File: src/rtl/flash_arb_pkg.sv
// Shared constants for the flash read arbiter and the requesters that sit on it.
// Default geometry matches the audio player's flash port.
package flash_arb_pkg;

  localparam int FLASH_ADDR_W = 23;
  localparam int FLASH_DATA_W = 32;

  // Arbiter FSM encoding (plain constants so older code can decode the state bits)
  typedef logic [1:0] arb_state_t;
  localparam arb_state_t IDLE      = 2'd0;
  localparam arb_state_t ISSUE     = 2'd1;
  localparam arb_state_t WAIT_DATA = 2'd2;

endpackage

File: src/rtl/rr_priority_picker.sv
// Combinational round-robin picker: first set request bit after last_grant,
// wrapping modulo NUM_REQ, as a one-hot vector and as an index.
module rr_priority_picker #(
  parameter int NUM_REQ = 2
) (
  input  logic [NUM_REQ-1:0]         req,
  input  logic [$clog2(NUM_REQ)-1:0] last_grant,
  output logic [NUM_REQ-1:0]         grant,
  output logic [$clog2(NUM_REQ)-1:0] grant_idx,
  output logic                       grant_valid
);

  localparam int IDX_W = $clog2(NUM_REQ);

  always_comb begin
    grant       = '0;
    grant_idx   = '0;
    grant_valid = 1'b0;
    for (int k = 1; k <= NUM_REQ; k++) begin
      if (!grant_valid && req[(int'(last_grant) + k) % NUM_REQ]) begin
        grant_valid = 1'b1;
        grant[(int'(last_grant) + k) % NUM_REQ] = 1'b1;
        grant_idx = IDX_W'((int'(last_grant) + k) % NUM_REQ);
      end
    end
  end

endmodule

File: src/rtl/flash_read_arbiter.sv
// Round-robin arbiter sharing one Avalon-style flash read port between NUM_REQ
// readers, one outstanding read at a time, with a timeout to recover a dead read.
module flash_read_arbiter
  import flash_arb_pkg::*;
#(
  parameter int NUM_REQ = 2,
  parameter int ADDR_W  = FLASH_ADDR_W,
  parameter int DATA_W  = FLASH_DATA_W,
  parameter int TIMEOUT = 255
) (
  input  logic                        CLK_50M,
  input  logic                        RESET_N,
  input  logic [NUM_REQ-1:0]          req_read,
  input  logic [NUM_REQ*ADDR_W-1:0]   req_address,
  output logic [NUM_REQ-1:0]          req_waitrequest,
  output logic [NUM_REQ-1:0]          req_readdatavalid,
  output logic [DATA_W-1:0]           req_readdata,
  output logic [NUM_REQ-1:0]          req_error,
  output logic                        flash_mem_read,
  output logic [ADDR_W-1:0]           flash_mem_address,
  input  logic                        flash_mem_waitrequest,
  input  logic                        flash_mem_readdatavalid,
  input  logic [DATA_W-1:0]           flash_mem_readdata,
  output logic                        busy,
  output logic [$clog2(NUM_REQ)-1:0]  grant_id
);

  localparam int IDX_W = $clog2(NUM_REQ);

  arb_state_t         state;
  logic [IDX_W-1:0]   last_grant;
  logic [15:0]        timeout_cnt;
  logic [NUM_REQ-1:0] pick_onehot;
  logic [IDX_W-1:0]   pick_idx;
  logic               pick_valid;
  logic [ADDR_W-1:0]  pick_addr;
  logic               timeout_hit;

  rr_priority_picker #(.NUM_REQ(NUM_REQ)) u_picker (
    .req         (req_read),
    .last_grant  (last_grant),
    .grant       (pick_onehot),
    .grant_idx   (pick_idx),
    .grant_valid (pick_valid)
  );

  always_comb begin
    pick_addr = '0;
    for (int i = 0; i < NUM_REQ; i++) begin
      if (pick_onehot[i]) pick_addr = req_address[i*ADDR_W +: ADDR_W];
    end
  end

  // Counter starts at 0 on acceptance, so WAIT_DATA lasts exactly TIMEOUT cycles
  assign timeout_hit = (timeout_cnt == 16'(TIMEOUT - 1));

  always_ff @(posedge CLK_50M or negedge RESET_N) begin
    if (!RESET_N) begin
      state             <= IDLE;
      grant_id          <= '0;
      last_grant        <= IDX_W'(NUM_REQ - 1);
      flash_mem_address <= '0;
      timeout_cnt       <= '0;
      req_error         <= '0;
    end else begin
      req_error <= '0;
      case (state)
        IDLE: begin
          if (pick_valid) begin
            grant_id          <= pick_idx;
            flash_mem_address <= pick_addr;
            state             <= ISSUE;
          end
        end
        ISSUE: begin
          if (!flash_mem_waitrequest) begin
            timeout_cnt <= '0;
            state       <= WAIT_DATA;
          end
        end
        WAIT_DATA: begin
          timeout_cnt <= timeout_cnt + 16'd1;
          if (flash_mem_readdatavalid) begin
            last_grant <= grant_id;
            state      <= IDLE;
          end else if (timeout_hit) begin
            req_error[grant_id] <= 1'b1;
            last_grant          <= grant_id;
            state               <= IDLE;
          end
        end
        default: state <= IDLE;
      endcase
    end
  end

  assign flash_mem_read = (state == ISSUE);
  assign busy           = (state != IDLE);
  assign req_readdata   = flash_mem_readdata;

  // Handshake and data strobe are routed combinationally to the granted requester only
  always_comb begin
    req_waitrequest   = '1;
    req_readdatavalid = '0;
    if (state == ISSUE) req_waitrequest[grant_id] = flash_mem_waitrequest;
    if (state == WAIT_DATA && flash_mem_readdatavalid) req_readdatavalid[grant_id] = 1'b1;
  end

endmodule

File: config.mk
export PLATFORM = sky130hd
export DESIGN_NAME = flash_read_arbiter
export DESIGN_NICKNAME = d
export VERILOG_FILES = /design/src/rtl/flash_arb_pkg.sv /design/src/rtl/rr_priority_picker.sv /design/src/rtl/flash_read_arbiter.sv
export SDC_FILE = /design/constraint.sdc
export NUM_CORES = 1
export LEC_CHECK = 0
export BUFFER_PORTS_ARGS = -buffer_cell sky130_fd_sc_hd__buf_2
export CAP_MARGIN = 20
export CORE_ASPECT_RATIO = 1.75
export CORE_MARGIN = 2
export CORE_UTILIZATION = 25
export DETAILED_ROUTE_END_ITERATION = 8
export HOLD_SLACK_MARGIN = 0.12
export PLACE_DENSITY_LB_ADDON = 0.08
export SLEW_MARGIN = 20
export SYNTH_ARGS = -nofsm -noshare
export SYNTH_HDL_FRONTEND = slang
export SYNTH_SLANG_ARGS = --single-unit
File: constraint.sdc
create_clock -name CLK_50M -period 2.45 [get_ports CLK_50M]
set_clock_uncertainty 0.15 [all_clocks]
set_input_delay 0.1225 -clock CLK_50M [delete_from_list [all_inputs] [get_ports CLK_50M]]
set_output_delay 0.1225 -clock CLK_50M [all_outputs]
set_load 0.02 [all_outputs]
==> flow_summary_export.csv <==
group,metric,value,unit
power_and_ir_drop,vdd_drop_max,0.452,mV
power_and_ir_drop,power_density,998,nW/µm²
global_route,grtUsageTotal,14.3,%
layout,fin_nets,450,
global_route,grt_max_degree,30,
placed_design,postPlaceCellArea,2650,µm²
clocking,clk_pin_slew,0.06,ns
flow_run,maxCapViolations,0,
layout,final_layout_size_suffix_gt1_share,28.5,%
timing,setup_ws,0.125,ns
floorplanning,dieArea,10200,µm²
timing,finalMaxSlewViolations,0,
floorplanning,pin_count,148,
logic_synthesis,ys_top_cells_by_area,"dfrtp_1 47%, buf_4 10%, a222oi_1 9.8%",
placed_design,port_buffers,83,
routing,dr.first_iter.drc_count,170,
critical_path,crit_type,"flip-flop to flip-flop",
floorplanning,die_h,132,µm
clocking,clock-sinks,45,
global_route,grt-ovfl-total,0,
routing,viasPerCell,4.63,
floorplanning,die_w,77.1,µm
routing,drc,0,
logic_synthesis,synth_cells,228,
placed_design,routabilityCongestion,0.752,
clocking,numCtsBuffers,5,
logic_synthesis,yosys_warnings,0,
global_route,grt_pass1_wl,11600,µm
timing,worstMarginPinSlew,0.613,ns
power_and_ir_drop,leakage,1.76,nW
timing,fmax,430,MHz
floorplanning,row_count,46,
logic_synthesis,synth_ff_type,"dfrtp_1",
logic_synthesis,ys_ff_latch,45,
clocking,clkLatencyLatePin,0.29,ns
placed_design,dp_cells,394,
layout,fillers,934,
layout,insertedDiodeCount,0,
worst_hold_path,hold_class,"input port to asynchronous set/reset pin",
placed_design,dp_hpwl,4540,µm
floorplanning,initial_core_util,25.7,%
routing,routed-via-count,2244,
global_route,grt_pass1_vias,2370,
layout,multi_input_area,833,µm²
timing,final.setup.tns,0,ns
critical_path,worstPathArrival,2.36,ns
placed_design,place_ws,0.567,ns
timing,period_share,94.9,%
clocking,cts_setup_buffers,0,
routing,wire_per_inst,15.1,µm
critical_path,cp-end-kind,"flip-flop",
timing,final-hold-violation-count,0,
logic_synthesis,netlist.area_leader.share,47.1,%
clocking,cts-htree-levels,2,
global_route,antenna_found_initial,0,
logic_synthesis,yosys.area.top_type,"dfrtp_1",
logic_synthesis,synth_fp_nets,314,
timing,finalCriticalPeriod,2.33,ns
layout,final-seq-area,1130,µm²
layout,fin_area,3630,µm²
layout,final_cells,485,
logic_synthesis,ys_types,36,
clocking,clockRootBuffer,"clkbuf_16",
logic_synthesis,async_flop_share,100,%
routing,drtAntennaViolNets,0,
timing,whs,0.146,ns
critical_path,start_kind,"flip-flop",
routing,dr.pass1.iters,7,
clocking,cts_buffer_depth,2,
routing,wl,7320,µm
critical_path,worstPathCellList,"nor2_2, o21ai_2, a222oi_1, dlygate4sd3_1, inv_1",
clocking,cts_tree,"done",
critical_path,crit_fanout,12,
critical_path,crit_slowest_cell,"dlygate4sd3_1",
logic_synthesis,syn_area,2340,µm²
logic_synthesis,syn_area_per_cell,10.3,µm²
critical_path,slowest_delay,0.59,ns
timing,setup_viol,0,
logic_synthesis,yosysSeqAreaShare,48.2,%
critical_path,crit_required,2.48,ns
logic_synthesis,synth_edf_count,0,
timing,max_slew_margin,59.1,%
run_status,status,"finished, final reports clean",
floorplanning,core,9090,µm²
layout,syn_to_final_growth,55.3,%
-- stage by stage --
step | total power [mW] | utilization [%]
after detailed placement | 2.46 | 29.1
after floorplan | 2.08 | -
after global placement | 2.46 | 29.1
after CTS | 3.63 | 39.7
final | 3.62 | 39.9
after global routing | 3.88 | 39.9
-- kinds of logic after synthesis --
family	count (synthesis)	share of synthesized area [%]
buffers and inverters	69	17.1
and+or+nand+nor	62	15.0
DFF	45	48.2
AOI/OAI and AO/OA	42	15.1
muxes	8	3.48
adders and majority gates	2	1.07
-- routing by layer --
layer	track usage [%]	up-vias	share of wire (%)
met4	5.56	0	1.6
met5	0	-	0
met1	14.6	1076	35
met3	2.53	9	5.1
met2	28.2	86	58
li1	-	1073	-
-- placed cells by master, fill, tap and decap left out, types with 3 or more instances in the layout --
cell,count
a222oi_1,23
inv_1,27
o21ai_0,6
nand4_1,4
clkbuf_16,5
nor2b_1,3
mux2i_1,7
dlygate4sd3_1,82
nand2b_1,4
nor2_1,3
buf_4,5
nand3_1,9
dfrtp_1,44
buf_2,83
and3_1,5
o31ai_1,4
nor3_1,5
nand2_1,17
-- power by group --
group | leakage (nW) | switching (mW) | internal (mW) | total [mW]
Combinational | 1.11 | 0.904 | 0.874 | 1.78
Clock | 0.0712 | 0.277 | 0.407 | 0.684
Sequential | 0.582 | 0.177 | 0.985 | 1.16
Total | 1.76 | 1.36 | 2.27 | 3.62
-- final cells by class --
type / count / share of cell area, %
repair buffers: 170 / 35.1
flip-flops and latches: 45 / 31.0
multi-input cells: 115 / 22.9
well taps: 120 / 4.13
clock buffers: 8 / 4.03
inverters: 27 / 2.79
-- path summary, 6_finish.rpt --
check,end,slack [ns],start,cells after the start
setup / recovery,flash_mem_address[2],0.12,state[1],5
hold / removal,timeout_cnt[2],0.15,RESET_N,2
setup reg to reg,flash_mem_address[2],0.12,state[1],5
hold reg to reg,timeout_cnt[14],0.36,timeout_cnt[14],1
max in group asynchronous,flash_mem_address[13],1.28,RESET_N,3
min in group CLK_50M,grant_id,0.32,req_read[1],3
-- timing repair --
item	CTS	global route
gates resized for setup	0	1
endpoints found under the setup margin	0	22
endpoints found under the hold margin	104	0
hold buffers	82	0
-- cell usage after synthesis (all sizes together) (5+ instances only) --
library cell,number
dfrtp,44
buf,39
inv,27
a222oi,23
nand2,17
nand3,10
mux2i,7
o21ai,7
and3,5
nor3,5
-- critical path, delay by kind of cell, from the launching register on --
family,cells,cell delay (ns)
simple gates,1,0.31
compound gates,2,0.66
flops,1,0.47
buf+inv,2,0.63
-- flip-flops by register name, indices dropped and copies added, names as in the netlist --
signal and flops:
flash_mem_address 23, grant_id 1, last_grant 1, timeout_cnt 16, state 2, req_error 2
Note: power is estimated with default switching activity, not from simulation.
